`config.mk`:
```
export PLATFORM = sky130hd
export DESIGN_NAME = wb_trace_buffer_flat
export DESIGN_NICKNAME = d
export VERILOG_FILES = /design/src/rtl/wb_trace_buffer_if.sv /design/src/rtl/wb_trace_buffer.sv /design/src/flat_wrapper.sv
export SDC_FILE = /design/constraint.sdc
export NUM_CORES = 1
export LEC_CHECK = 0
export CORE_MARGIN = 4
export CORE_UTILIZATION = 45
export CTS_CLUSTER_SIZE = 25
export DETAILED_ROUTE_END_ITERATION = 8
export GPL_ROUTABILITY_DRIVEN = 0
export PLACE_DENSITY_LB_ADDON = 0.15
export SETUP_SLACK_MARGIN = 0.4
export SLEW_MARGIN = 20
export SYNTH_ARGS = -nofsm -noshare
export SYNTH_HDL_FRONTEND = slang
export SYNTH_SLANG_ARGS = --single-unit
```
`constraint.sdc`:
```
create_clock -name clk -period 15.2 [get_ports clk]
set_clock_uncertainty 0.1 [all_clocks]
set_input_delay 3.04 -clock clk [delete_from_list [all_inputs] [get_ports clk]]
set_output_delay 3.04 -clock clk [all_outputs]
set_load 0.005 [all_outputs]
```
`src/rtl/wb_trace_buffer_if.sv`:
```
// Write-back trace port: WB-stage capture inputs, head-of-FIFO read side and status.
// The CPU tap plus consumer drive the master side; the trace buffer is the slave.
interface wb_trace_buffer_if #(
    parameter int ADDR_W = 4
);
    logic              wb_valid;
    logic [31:0]       wb_pc;
    logic [4:0]        wb_addr;
    logic [31:0]       wb_data;
    logic              rd_ready;
    logic              rd_valid;
    logic [31:0]       rd_pc;
    logic [4:0]        rd_addr;
    logic [31:0]       rd_data;
    logic [ADDR_W:0]   count;
    logic              overflow;
    logic [7:0]        dropped;
    logic              stopped;

    modport master (
        output wb_valid, wb_pc, wb_addr, wb_data, rd_ready,
        input  rd_valid, rd_pc, rd_addr, rd_data, count, overflow, dropped, stopped
    );

    modport slave (
        input  wb_valid, wb_pc, wb_addr, wb_data, rd_ready,
        output rd_valid, rd_pc, rd_addr, rd_data, count, overflow, dropped, stopped
    );
endinterface

```
`src/rtl/wb_trace_buffer.sv`:
```
// Captures register-file writes (pc, rd, data) into a FIFO; visible 1 cycle after capture.
// Full FIFO drops new writes (counted) unless a pop frees the slot that same cycle.
module wb_trace_buffer #(
    parameter int DEPTH      = 16,
    parameter int ADDR_W     = 4,
    parameter int STOP_AFTER = 0
) (
    input  logic                clk,
    input  logic                rst,
    wb_trace_buffer_if.slave    bus
);
    typedef struct packed {
        logic [31:0] pc;
        logic [4:0]  addr;
        logic [31:0] data;
    } entry_t;

    typedef enum logic {
        CAPTURE = 1'b0,
        STOPPED = 1'b1
    } state_t;

    localparam logic [ADDR_W:0] FULL_CNT = (ADDR_W + 1)'(DEPTH);
    localparam logic [31:0]     STOP_CNT = 32'(STOP_AFTER);

    entry_t            mem [DEPTH];
    state_t            state;
    logic [ADDR_W-1:0] wr_ptr;
    logic [ADDR_W-1:0] rd_ptr;
    logic [ADDR_W:0]   cnt;
    logic [31:0]       total;
    logic              overflow_q;
    logic [7:0]        dropped_q;
    logic              stopped_q;

    logic cand;
    logic full;
    logic pop;
    logic push;
    logic drop;

    assign cand = bus.wb_valid && (bus.wb_addr != 5'd0) && (state == CAPTURE);
    assign full = (cnt == FULL_CNT);
    assign pop  = (cnt != '0) && bus.rd_ready;
    assign push = cand && (!full || pop);
    assign drop = cand && full && !pop;

    // Storage is deliberately left out of reset; rd_valid gates its visibility.
    always_ff @(posedge clk) begin
        if (push) begin
            mem[wr_ptr] <= '{pc: bus.wb_pc, addr: bus.wb_addr, data: bus.wb_data};
        end
    end

    always_ff @(posedge clk) begin
        if (rst) begin
            state      <= CAPTURE;
            wr_ptr     <= '0;
            rd_ptr     <= '0;
            cnt        <= '0;
            total      <= '0;
            overflow_q <= 1'b0;
            dropped_q  <= 8'd0;
            stopped_q  <= 1'b0;
        end else begin
            if (push) begin
                wr_ptr <= wr_ptr + 1'b1;
                total  <= total + 32'd1;
            end
            if (pop) begin
                rd_ptr <= rd_ptr + 1'b1;
            end
            if (push && !pop) begin
                cnt <= cnt + 1'b1;
            end else if (pop && !push) begin
                cnt <= cnt - 1'b1;
            end
            if (drop) begin
                overflow_q <= 1'b1;
                if (dropped_q != 8'hFF) begin
                    dropped_q <= dropped_q + 8'd1;
                end
            end
            case (state)
                CAPTURE: begin
                    if ((STOP_CNT != 32'd0) && push && (total + 32'd1 == STOP_CNT)) begin
                        state     <= STOPPED;
                        stopped_q <= 1'b1;
                    end
                end
                STOPPED: begin
                    state <= STOPPED;
                end
                default: begin
                    state <= CAPTURE;
                end
            endcase
        end
    end

    assign bus.rd_valid = (cnt != '0);
    assign bus.rd_pc    = mem[rd_ptr].pc;
    assign bus.rd_addr  = mem[rd_ptr].addr;
    assign bus.rd_data  = mem[rd_ptr].data;
    assign bus.count    = cnt;
    assign bus.overflow = overflow_q;
    assign bus.dropped  = dropped_q;
    assign bus.stopped  = stopped_q;
endmodule

```
`src/flat_wrapper.sv`:
```
// flat-port wrapper written by rule: the top's interface ports become plain ports
module wb_trace_buffer_flat 
#(
    parameter int DEPTH      = 16,
    parameter int ADDR_W     = 4,
    parameter int STOP_AFTER = 0
)
  (clk, rst, bus_wb_valid, bus_wb_pc, bus_wb_addr, bus_wb_data, bus_rd_ready, bus_rd_valid, bus_rd_pc, bus_rd_addr, bus_rd_data, bus_count, bus_overflow, bus_dropped, bus_stopped);
  wb_trace_buffer_if #(.ADDR_W(ADDR_W)) bus_i ();
  input  logic clk;
  input  logic rst;
  input wire logic [$bits(bus_i.wb_valid)-1:0] bus_wb_valid;
  input wire logic [$bits(bus_i.wb_pc)-1:0] bus_wb_pc;
  input wire logic [$bits(bus_i.wb_addr)-1:0] bus_wb_addr;
  input wire logic [$bits(bus_i.wb_data)-1:0] bus_wb_data;
  input wire logic [$bits(bus_i.rd_ready)-1:0] bus_rd_ready;
  output wire logic [$bits(bus_i.rd_valid)-1:0] bus_rd_valid;
  output wire logic [$bits(bus_i.rd_pc)-1:0] bus_rd_pc;
  output wire logic [$bits(bus_i.rd_addr)-1:0] bus_rd_addr;
  output wire logic [$bits(bus_i.rd_data)-1:0] bus_rd_data;
  output wire logic [$bits(bus_i.count)-1:0] bus_count;
  output wire logic [$bits(bus_i.overflow)-1:0] bus_overflow;
  output wire logic [$bits(bus_i.dropped)-1:0] bus_dropped;
  output wire logic [$bits(bus_i.stopped)-1:0] bus_stopped;
  assign bus_i.wb_valid = bus_wb_valid;
  assign bus_i.wb_pc = bus_wb_pc;
  assign bus_i.wb_addr = bus_wb_addr;
  assign bus_i.wb_data = bus_wb_data;
  assign bus_i.rd_ready = bus_rd_ready;
  assign bus_rd_valid = bus_i.rd_valid;
  assign bus_rd_pc = bus_i.rd_pc;
  assign bus_rd_addr = bus_i.rd_addr;
  assign bus_rd_data = bus_i.rd_data;
  assign bus_count = bus_i.count;
  assign bus_overflow = bus_i.overflow;
  assign bus_dropped = bus_i.dropped;
  assign bus_stopped = bus_i.stopped;
  wb_trace_buffer #(.DEPTH(DEPTH), .ADDR_W(ADDR_W), .STOP_AFTER(STOP_AFTER)) u_core (.clk(clk), .rst(rst), .bus(bus_i));
endmodule
```
### Yosys cells after proc, flatten, opt, wreduce, memory -nomap -nowiden

Memory sizes are Yosys's and may differ from the RTL's. A register that Yosys moved wholly into a read port is not among the register bits.
Index checks and enable logic that the tools add are counted.

| storage, ports and cells | value |
|---|---|
| register bits after elaboration | 23 |
| memories kept | 1 |
| output and inout port bits | 85 |
| input port bits | 73 |
| word-level logic and storage cells | 38 |
| memory bits (writable) | 1104 |

| operators by class | value |
|---|---|
| add/sub/neg operators | 5 |
| reduce and logical (&&, ||, !) cells | 16 |
| bitwise gates (word level) | 1 |
| equality and inequality tests | 2 |
| multiplexer cells | 7 |

Memories:

| name | words | width | rd ports | clocked after Yosys merged registers in | wr ports | line | source |
|---|---|---|---|---|---|---|---|
| u_core.mem | 16 | 69 | 1 | 1 | 1 | wb_trace_buffer.sv:26 | `entry_t mem [DEPTH];` |

Operators with widths:

| kind | number |
|---|---|
| 2-to-1 mux 5 bit | 2 |
| nonzero test 5 bit | 2 |
| adder 4 x 1 -> 4 bit (second input constant) | 2 |
| adder 8 x 1 -> 8 bit (second input constant) | 1 |
| logical AND 1 bit | 8 |
| 2-to-1 mux 4 bit | 2 |
| != test 8 bit (second input constant) | 1 |
| adder 5 x 1 -> 5 bit (second input constant) | 1 |
| equality test 5 bit (second input constant) | 1 |
| subtractor 5 x 1 -> 5 bit (second input constant) | 1 |
| logical NOT 1 bit | 3 |
| 2-to-1 mux 1 bit | 3 |
| AND reduction 2 bit | 1 |
| nonzero test 2 bit | 1 |
| logical OR 1 bit | 1 |
| inverter 1 bit | 1 |

### Depth between registers and ports, before layout

Gate-level depths: netlist (run 1).

| depth | value |
|---|---|
| depth in word-level cells | 8 |
| gate-level depth with buffers | 11 |
| depth with buffers taken out | 10 |

### Worst setup path after synthesis (run 1)

No wires, ideal clock.

| timing | value |
|---|---|
| kind | in2reg |
| start point | input port bus_wb_addr[3] |
| end point | memory u_core.mem[11][0] in the netlist's numbering, enable pin |
| slack | 5.848 ns |
| required time | 14.505 ns |
| arrival | 8.657 ns |
| library setup time | 0.595 ns |
| stages on the path | 4 |
| path buffers | 0 |
| cell sequence | or4_1 > o21a_1 > and3_1 > nor3b_1 |

| between the ends | value |
|---|---|
| cells in the longest elaborated chain, start to end | 6 |

Ends and longest elaborated chain:

| item | line | source |
|---|---|---|
| start, declared | flat_wrapper.sv:14 | `input wire logic [$bits(bus_i.wb_addr)-1:0] bus_wb_addr;` |
| nonzero test 5 bit | wb_trace_buffer.sv:42 | `assign cand = bus.wb_valid && (bus.wb_addr != 5'd0) && (state == CAPTURE);` |
| logical AND 1 bit (2 in series) | wb_trace_buffer.sv:42 |  |
| logical AND 1 bit | wb_trace_buffer.sv:45 | `assign push = cand && (!full \|\| pop);` |
| 2-to-1 mux 1 bit | wb_trace_buffer.sv:50 | `if (push) begin` |
| 2-to-1 mux 1 bit (not written as such) | wb_trace_buffer.sv:51 | `mem[wr_ptr] <= '{pc: bus.wb_pc, addr: bus.wb_addr, data: bus.wb_data};` |
| end, declared | wb_trace_buffer.sv:26 |  |

Every way passes these cells.

==> results of run 1 <==
[cells by family after synthesis]
kind of cell / count (synthesis) / synth area share
muxes: 284 / 0.1482
other: 1 / 0.00008817
DFF: 1130 / 0.7917
adders and majority gates: 11 / 0.003413
xor gates and xnor gates: 5 / 0.001030
buffers and inverters: 107 / 0.01047
and+or+nand+nor: 156 / 0.01686
AOI/OAI and AO/OA: 165 / 0.02821
[registers in the layout, summed over array words and instances (netlist names), named ones only]
signal               count
u_core.rd_ptr            4
u_core.bus.dropped       8
u_core.bus.overflow      1
u_core.wr_ptr            4
u_core.mem            1104
u_core.bus.count         5
[through the flow]
stage	worst slack [ns]	instances	power [W]	utilization
global route	6.293	3425	0.008112	0.5279
finish	6.651	3426	0.007765	0.5279
floorplan	5.848	1859	0.004599	-
CTS	6.317	3424	0.007875	0.5277
global placement	7.111	3208	0.005099	0.4880
detailed placement	7.064	3208	0.005111	0.4880
[cells in the final DEF, fill, tap and decap left out, drive strengths merged, types with 6 or more instances in the layout]
cell type / instances
nor2b: 9
nand3: 10
ha: 10
mux4: 276
dfxtp: 26
buf: 44
a21oi: 10
clkdlybuf4s50: 155
or4: 6
nor2: 31
bufinv: 11
nand2: 73
a22oi: 138
clkinv: 49
edfxtp: 1104
inv: 7
clkbuf: 150
[path summary, 6_finish.rpt]
path                                    startpoint                               end  slack (ns)  cells after the start
hold / removal    u_core.bus.overflow$_SDFFE_PP0P_  u_core.bus.overflow$_SDFFE_PP0P_        0.42                      2
setup / recovery                          register                      bus_rd_pc[4]        6.65                      7
hold reg to reg   u_core.bus.overflow$_SDFFE_PP0P_  u_core.bus.overflow$_SDFFE_PP0P_        0.42                      2
setup reg to reg  u_core.bus.count[0]$_SDFFE_PP0P_      u_core.mem[10][47]$_DFFE_PP_       11.15                      6
[report_power, final]
| group | switching (W) | internal (W) |
|---|---|---|
| Combinational | 0.000659 | 0.000805 |
| Clock | 0.00114 | 0.00162 |
| Sequential | 0.0000548 | 0.00349 |
[layer usage]
metal / wire length, µm / share of wire / vias up / global-route usage
li1: - / - / 8389 / -
met1: 41340 / 0.43 / 10720 / 0.2756
met2: 48480 / 0.50 / 475 / 0.3285
met3: 4736 / 0.049 / 141 / 0.03349
met4: 1761 / 0.018 / 8 / 0.04196
met5: 52 / 0.00054 / - / 0
[final cells by class]
class / instances / area share
tap: 1254 / 0.03175
clock buffer: 150 / 0.06262
timing repair buffer: 199 / 0.03836
antenna: 1 / 0.00005064
multi-input combinational: 622 / 0.1729
sequential: 1130 / 0.6816
clock inverter: 66 / 0.01248
inverter: 4 / 0.0003038
[worst max-delay path, cell delays in order, from the launching register on]
cell	delay (ns)
sky130_fd_sc_hd__dfxtp_4	0.98
sky130_fd_sc_hd__buf_4	0.71
sky130_fd_sc_hd__buf_4	0.90
sky130_fd_sc_hd__buf_4	0.76
sky130_fd_sc_hd__mux4_2	0.41
sky130_fd_sc_hd__a22oi_1	0.21
sky130_fd_sc_hd__nand2_1	0.08
sky130_fd_sc_hd__clkdlybuf4s50_1	0.54
==> impl_metrics.csv, run 1 <==
group,metric,value,unit
clock_tree,postCtsHoldBufs,0,
clock_tree,cts.repair_timing.setup_buffer_count,0,
floorplan,die-width,315.4,µm
worst_hold_path,min_path_type,"register to register",
logic_synthesis,yosysUniqueCellTypes,45,
power_and_ir_drop,p_leak,15.26,nW
detailed_routing,route.vias.total,19730,
timing,finalCriticalPeriod,8.549,ns
placement,dpl-instance-area,45680,µm²
detailed_routing,drtPass1Iterations,5,
setup_path,critical_path_class,"register to output port",
clock_tree,clock_tree.buffer_depth,3,
power_and_ir_drop,ir_drop,0.1025,mV
grt,first_global_vias,21040,
grt,globalRouteOverflowTotal,0,
cells_and_area,final_area,49410,µm²
job,max_cap_viol_count,0,
timing,final-max-slew-violation-count,0,
timing,fmaxAchievable,0.1170,GHz
detailed_routing,via_per_inst,5.759,
cells_and_area,layout-area-overhead-vs-synth,16.19,%
timing,final.setup.tns,0,ns
setup_path,worst_ep_arrival_time,5.41,ns
detailed_routing,drt.antenna.violating_nets,0,
clock_tree,cts-resized-gates,0,
logic_synthesis,synth_warnings,0,
setup_path,worst_setup_path_start_kind,"register",
cells_and_area,nNetsFinal,2157,
grt,grt_pass1_wl,142200,µm
clock_tree,clock_tree_from_tritoncts,"done",
logic_synthesis,post-synth-top-area-cell,"sky130_fd_sc_hd__edfxtp_1",
cells_and_area,layout_cells_sized_above_1,0.2322,
logic_synthesis,synthTopCellsByCount,"1,104 x sky130_fd_sc_hd__edfxtp_1, 276 x sky130_fd_sc_hd__mux4_2, 138 x sky130_fd_sc_hd__a22oi_1, 73 x sky130_fd_sc_hd__nand2_1, 67 x sky130_fd_sc_hd__clkbuf_1",
cells_and_area,multi_input_comb_area,8542,µm²
floorplan,design.die.area,99490,µm²
logic_synthesis,synth_edf_count,1104,
timing,rsz_0062_raised_after_global_routing,"false",
floorplan,core_area,93610,µm²
cells_and_area,fillCellCount,7308,
logic_synthesis,seq_area_frac_synth,0.7917,
status,status,"finished clean",
grt,grt_antenna_before_repair,7,
logic_synthesis,post_synth_main_area_contributors,"sky130_fd_sc_hd__edfxtp_1 78%, sky130_fd_sc_hd__mux4_2 15%, sky130_fd_sc_hd__a22oi_1 2.4%",
logic_synthesis,proportion_of_synthesized_flip_flops_having_asynchronous_set_or_reset,0,
floorplan,fp.dieH,315.4,µm
timing,finalHoldWorstSlack,0.4178,ns
clock_tree,insertion_delay,0.68,ns
logic_synthesis,postSynthRegisterBits,1130,
floorplan,floorplan.initialDensity,0.4543,
logic_synthesis,postSynthNetCount,1943,
setup_path,cp_data_required_time,12.06,ns
grt,grt_max_degree,67,
cells_and_area,area.sequential,33680,µm²
clock_tree,clock_tree.root_cell,"sky130_fd_sc_hd__clkbuf_16",
clock_tree,cts_buffer_count,116,
timing,setup-violations-final,0,
timing,worst_tran_pin_value,1.083,ns
clock_tree,cts.clk_slew.worst_paths,0.06,ns
timing,hold_viol,0,
detailed_routing,drt-wirelength-per-cell,28.13,µm
logic_synthesis,synth_ff_type,"sky130_fd_sc_hd__edfxtp_1",
clock_tree,clock_sink_count,1130,
floorplan,ioPinCount,158,
timing,final_min_period_over_clock_period,0.5624,
power_and_ir_drop,power.density,157.1,nW/µm²
grt,grtUsageTotal,0.1963,
logic_synthesis,share_of_the_synthesized_area_in_the_top_cell_type,0.7795,
timing,max_slew_margin,0.2762,
logic_synthesis,syn-mean-instance-area,22.88,µm²
detailed_routing,first_iter_violations,1772,
placement,io_buffers,156,
setup_path,worst_setup_path_end_kind,"output port",
logic_synthesis,synth_area,42530,µm²
placement,hpwlAfterDp,48130,µm
detailed_routing,drc,0,
setup_path,path_max_fanout,66,
floorplan,rows,112,
detailed_routing,wl,96370,µm
logic_synthesis,syn_inst,1859,
clock_tree,h-tree-depth,3,
logic_synthesis,yosys.cell_count.top_type,"sky130_fd_sc_hd__edfxtp_1",
No activity file was read; power rests on OpenSTA's default activity.
==> inputs of run 2 (changes only) <==
==> constraint.sdc (replaced) <==
create_clock -name clk -period 7.2 [get_ports clk]
set_clock_uncertainty 0.1 [all_clocks]
set_input_delay 1.44 -clock clk [delete_from_list [all_inputs] [get_ports clk]]
set_output_delay 1.44 -clock clk [all_outputs]
set_load 0.005 [all_outputs]
==> run 2 against run 1 <==
Global-route usage decreased by 0.21 points. Combinational power increased by 120%. Worst setup slack got worse by 4.7 ns. Final cell count decreased by 0.12%. Total power increased by 110%. Final area increased by 0.18%. Core utilization increased by 0.094 points. Sequential power increased by 110%. Critical path depth decreased by 2. Largest cell class unchanged. Highest routed layer unchanged.
==> impl_metrics.csv, run 2 (same netlist as run 1, synthesis figures left out) <==
group,metric,value,unit
timing,rsz_0062_raised_after_global_routing,"false",
timing,finalHoldWorstSlack,0.3915,ns
cells_and_area,layout_commonest_cell,"sky130_fd_sc_hd__edfxtp_1",
grt,grt_max_degree,91,
cells_and_area,nNetsFinal,2155,
grt,grtUsageTotal,0.1942,
clock_tree,cts.clk_slew.worst_paths,0.06,ns
power_and_ir_drop,power.density,328.8,nW/µm²
detailed_routing,drt-wirelength-per-cell,27.93,µm
timing,max_slew_margin,0.2797,
detailed_routing,via_per_inst,5.769,
placement,hpwlAfterDp,49110,µm
detailed_routing,wl,95590,µm
setup_path,r2r_slack,3.85,ns
clock_tree,h-tree-depth,3,
detailed_routing,drt.antenna.violating_nets,0,
cells_and_area,area.sequential,33680,µm²
cells_and_area,number_of_flip_flops_in_the_largest_register,1104,
placement,placement.setup.worst_slack,2.071,ns
clock_tree,cts_buffer_count,115,
cells_and_area,regMostFlops,"u_core.mem",
detailed_routing,first_iter_violations,1855,
cells_and_area,layout_cells_sized_above_1,0.2314,
setup_path,path_max_fanout,90,
cells_and_area,finish.cell_count_without_fillers,3422,
setup_path,cp_data_required_time,5.66,ns
setup_path,worst_setup_path_start_kind,"register",
clock_tree,clock_tree_from_tritoncts,"done",
cells_and_area,most-common-layout-cells,"1,104 x sky130_fd_sc_hd__edfxtp_1, 276 x sky130_fd_sc_hd__mux4_2, 155 x sky130_fd_sc_hd__clkdlybuf4s50_1",
timing,worst_slack,1.981,ns
setup_path,worst_setup_path_end_kind,"output port",
clock_tree,clock_tree.buffer_depth,3,
power_and_ir_drop,sequentialPowerShare,0.460,
floorplan,floorplan.initialDensity,0.4543,
grt,first_global_vias,21100,
timing,setup-violations-final,0,
clock_tree,cts.repair_timing.setup_buffer_count,0,
placement,dp.cells,3208,
timing,finalCriticalPeriod,5.219,ns
clock_tree,insertion_delay,0.66,ns
power_and_ir_drop,clock_power_share,0.345,
setup_path,critical_path_class,"register to output port",
job,max_cap_viol_count,0,
placement,io_buffers,156,
power_and_ir_drop,p_total,0.01628,W
worst_hold_path,min_path_type,"register to register",
floorplan,die-width,315.4,µm
timing,worst_tran_pin_value,1.078,ns
cells_and_area,multi_input_comb_area,8573,µm²
power_and_ir_drop,switching_power_share_of_the_total,0.2440,
floorplan,ioPinCount,158,
clock_tree,cts-resized-gates,0,
cells_and_area,layout-area-overhead-vs-synth,16.40,%
detailed_routing,drc,0,
power_and_ir_drop,cellInternalPower,0.01231,W
floorplan,core_area,93610,µm²
clock_tree,clock_sink_count,1130,
power_and_ir_drop,net-switching-power,0.003971,W
floorplan,design.die.area,99490,µm²
clock_tree,clock_tree.root_cell,"sky130_fd_sc_hd__clkbuf_16",
detailed_routing,route.vias.total,19740,
floorplan,fp.dieH,315.4,µm
worst_hold_path,timing.hold.worst.start,"u_core.bus.overflow$_SDFFE_PP0P_",
power_and_ir_drop,ir_drop,0.2651,mV
clock_tree,postCtsHoldBufs,0,
timing,final_min_period_over_clock_period,0.7249,
floorplan,rows,112,
cells_and_area,fillCellCount,7295,
timing,final.setup.tns,0,ns
power_and_ir_drop,share_comb_of_total_power,0.195,
setup_path,worst_ep_arrival_time,3.68,ns
setup_path,regToRegStartpoint,"u_core.bus.count[1]$_SDFFE_PP0P_",
grt,globalRouteOverflowTotal,0,
power_and_ir_drop,p_leak,15.22,nW
grt,grt_antenna_before_repair,7,
timing,fmaxAchievable,0.1916,GHz
status,status,"finished clean",
detailed_routing,drtPass1Iterations,5,
timing,final-max-slew-violation-count,0,
timing,hold_viol,0,
grt,grt_pass1_wl,141700,µm
-- run 2: changes by cell type in the layout (fill, tap and decap cells not counted), sizes merged --
| cell | delta |
|---|---|
| buf | -1 |
| bufinv | -3 |
| clkbuf | -9 |
| clkinv | +4 |
| clkinvlp | +1 |
| diode | +2 |
| inv | +2 |
-- run 2: critical path: stages, from the launching register on --
cell and delay [ns]:
sky130_fd_sc_hd__dfxtp_4 0.74, sky130_fd_sc_hd__buf_12 0.63, sky130_fd_sc_hd__mux4_2 0.59, sky130_fd_sc_hd__a22oi_1 0.26
sky130_fd_sc_hd__nand2_1 0.18, sky130_fd_sc_hd__clkdlybuf4s50_1 0.48
-- run 2: final timing paths --
| check | endpoint | cells after the start |
|---|---|---|
| worst max-delay path | bus_rd_pc[15] | 5 |
| worst min-delay path | u_core.bus.overflow$_SDFFE_PP0P_ | 2 |
| worst max register to register | u_core.mem[4][1]$_DFFE_PP_ | 5 |
| worst min register to register | u_core.bus.overflow$_SDFFE_PP0P_ | 2 |
-- run 2: layout make-up --
class / instances / share of cell area
Inverter: 4 / 0.0003033
Antenna cell: 3 / 0.0001517
Tap cell: 1254 / 0.03170
Clock inverter: 70 / 0.01208
Multi-Input combinational cell: 622 / 0.1732
Timing Repair Buffer: 198 / 0.04211
Sequential cell: 1130 / 0.6804
Clock buffer: 141 / 0.06011
-- run 2: per-stage QoR --
stage | util | cell area (µm²)
2_1_floorplan | - | 42550
3_3_place_gp | 0.4906 | 45930
3_5_place_dp | 0.4906 | 45930
4_1_cts | 0.5288 | 49500
5_1_grt | 0.5287 | 49500
6_report | 0.5288 | 49500
-- run 2: power by group through the flow --
stage	Clock (W)	Sequential (W)	Combinational, W
2_1_floorplan	0	0.00753	0.00217
6_report	0.00562	0.00749	0.00317
5_1_grt	0.00604	0.00751	0.00345
3_3_place_gp	0	0.00763	0.00325
4_1_cts	0.00575	0.00750	0.00327
3_5_place_dp	0	0.00763	0.00325
-- run 2: layer usage --
metal / part of all wire / track usage / up-vias / wire [µm]
met5: 0.00033 / 0 / - / 32
met4: 0.018 / 0.03896 / 4 / 1704
met3: 0.059 / 0.04142 / 116 / 5656
met2: 0.50 / 0.3170 / 512 / 47420
met1: 0.43 / 0.2753 / 10740 / 40770
li1: - / - / 8371 / -
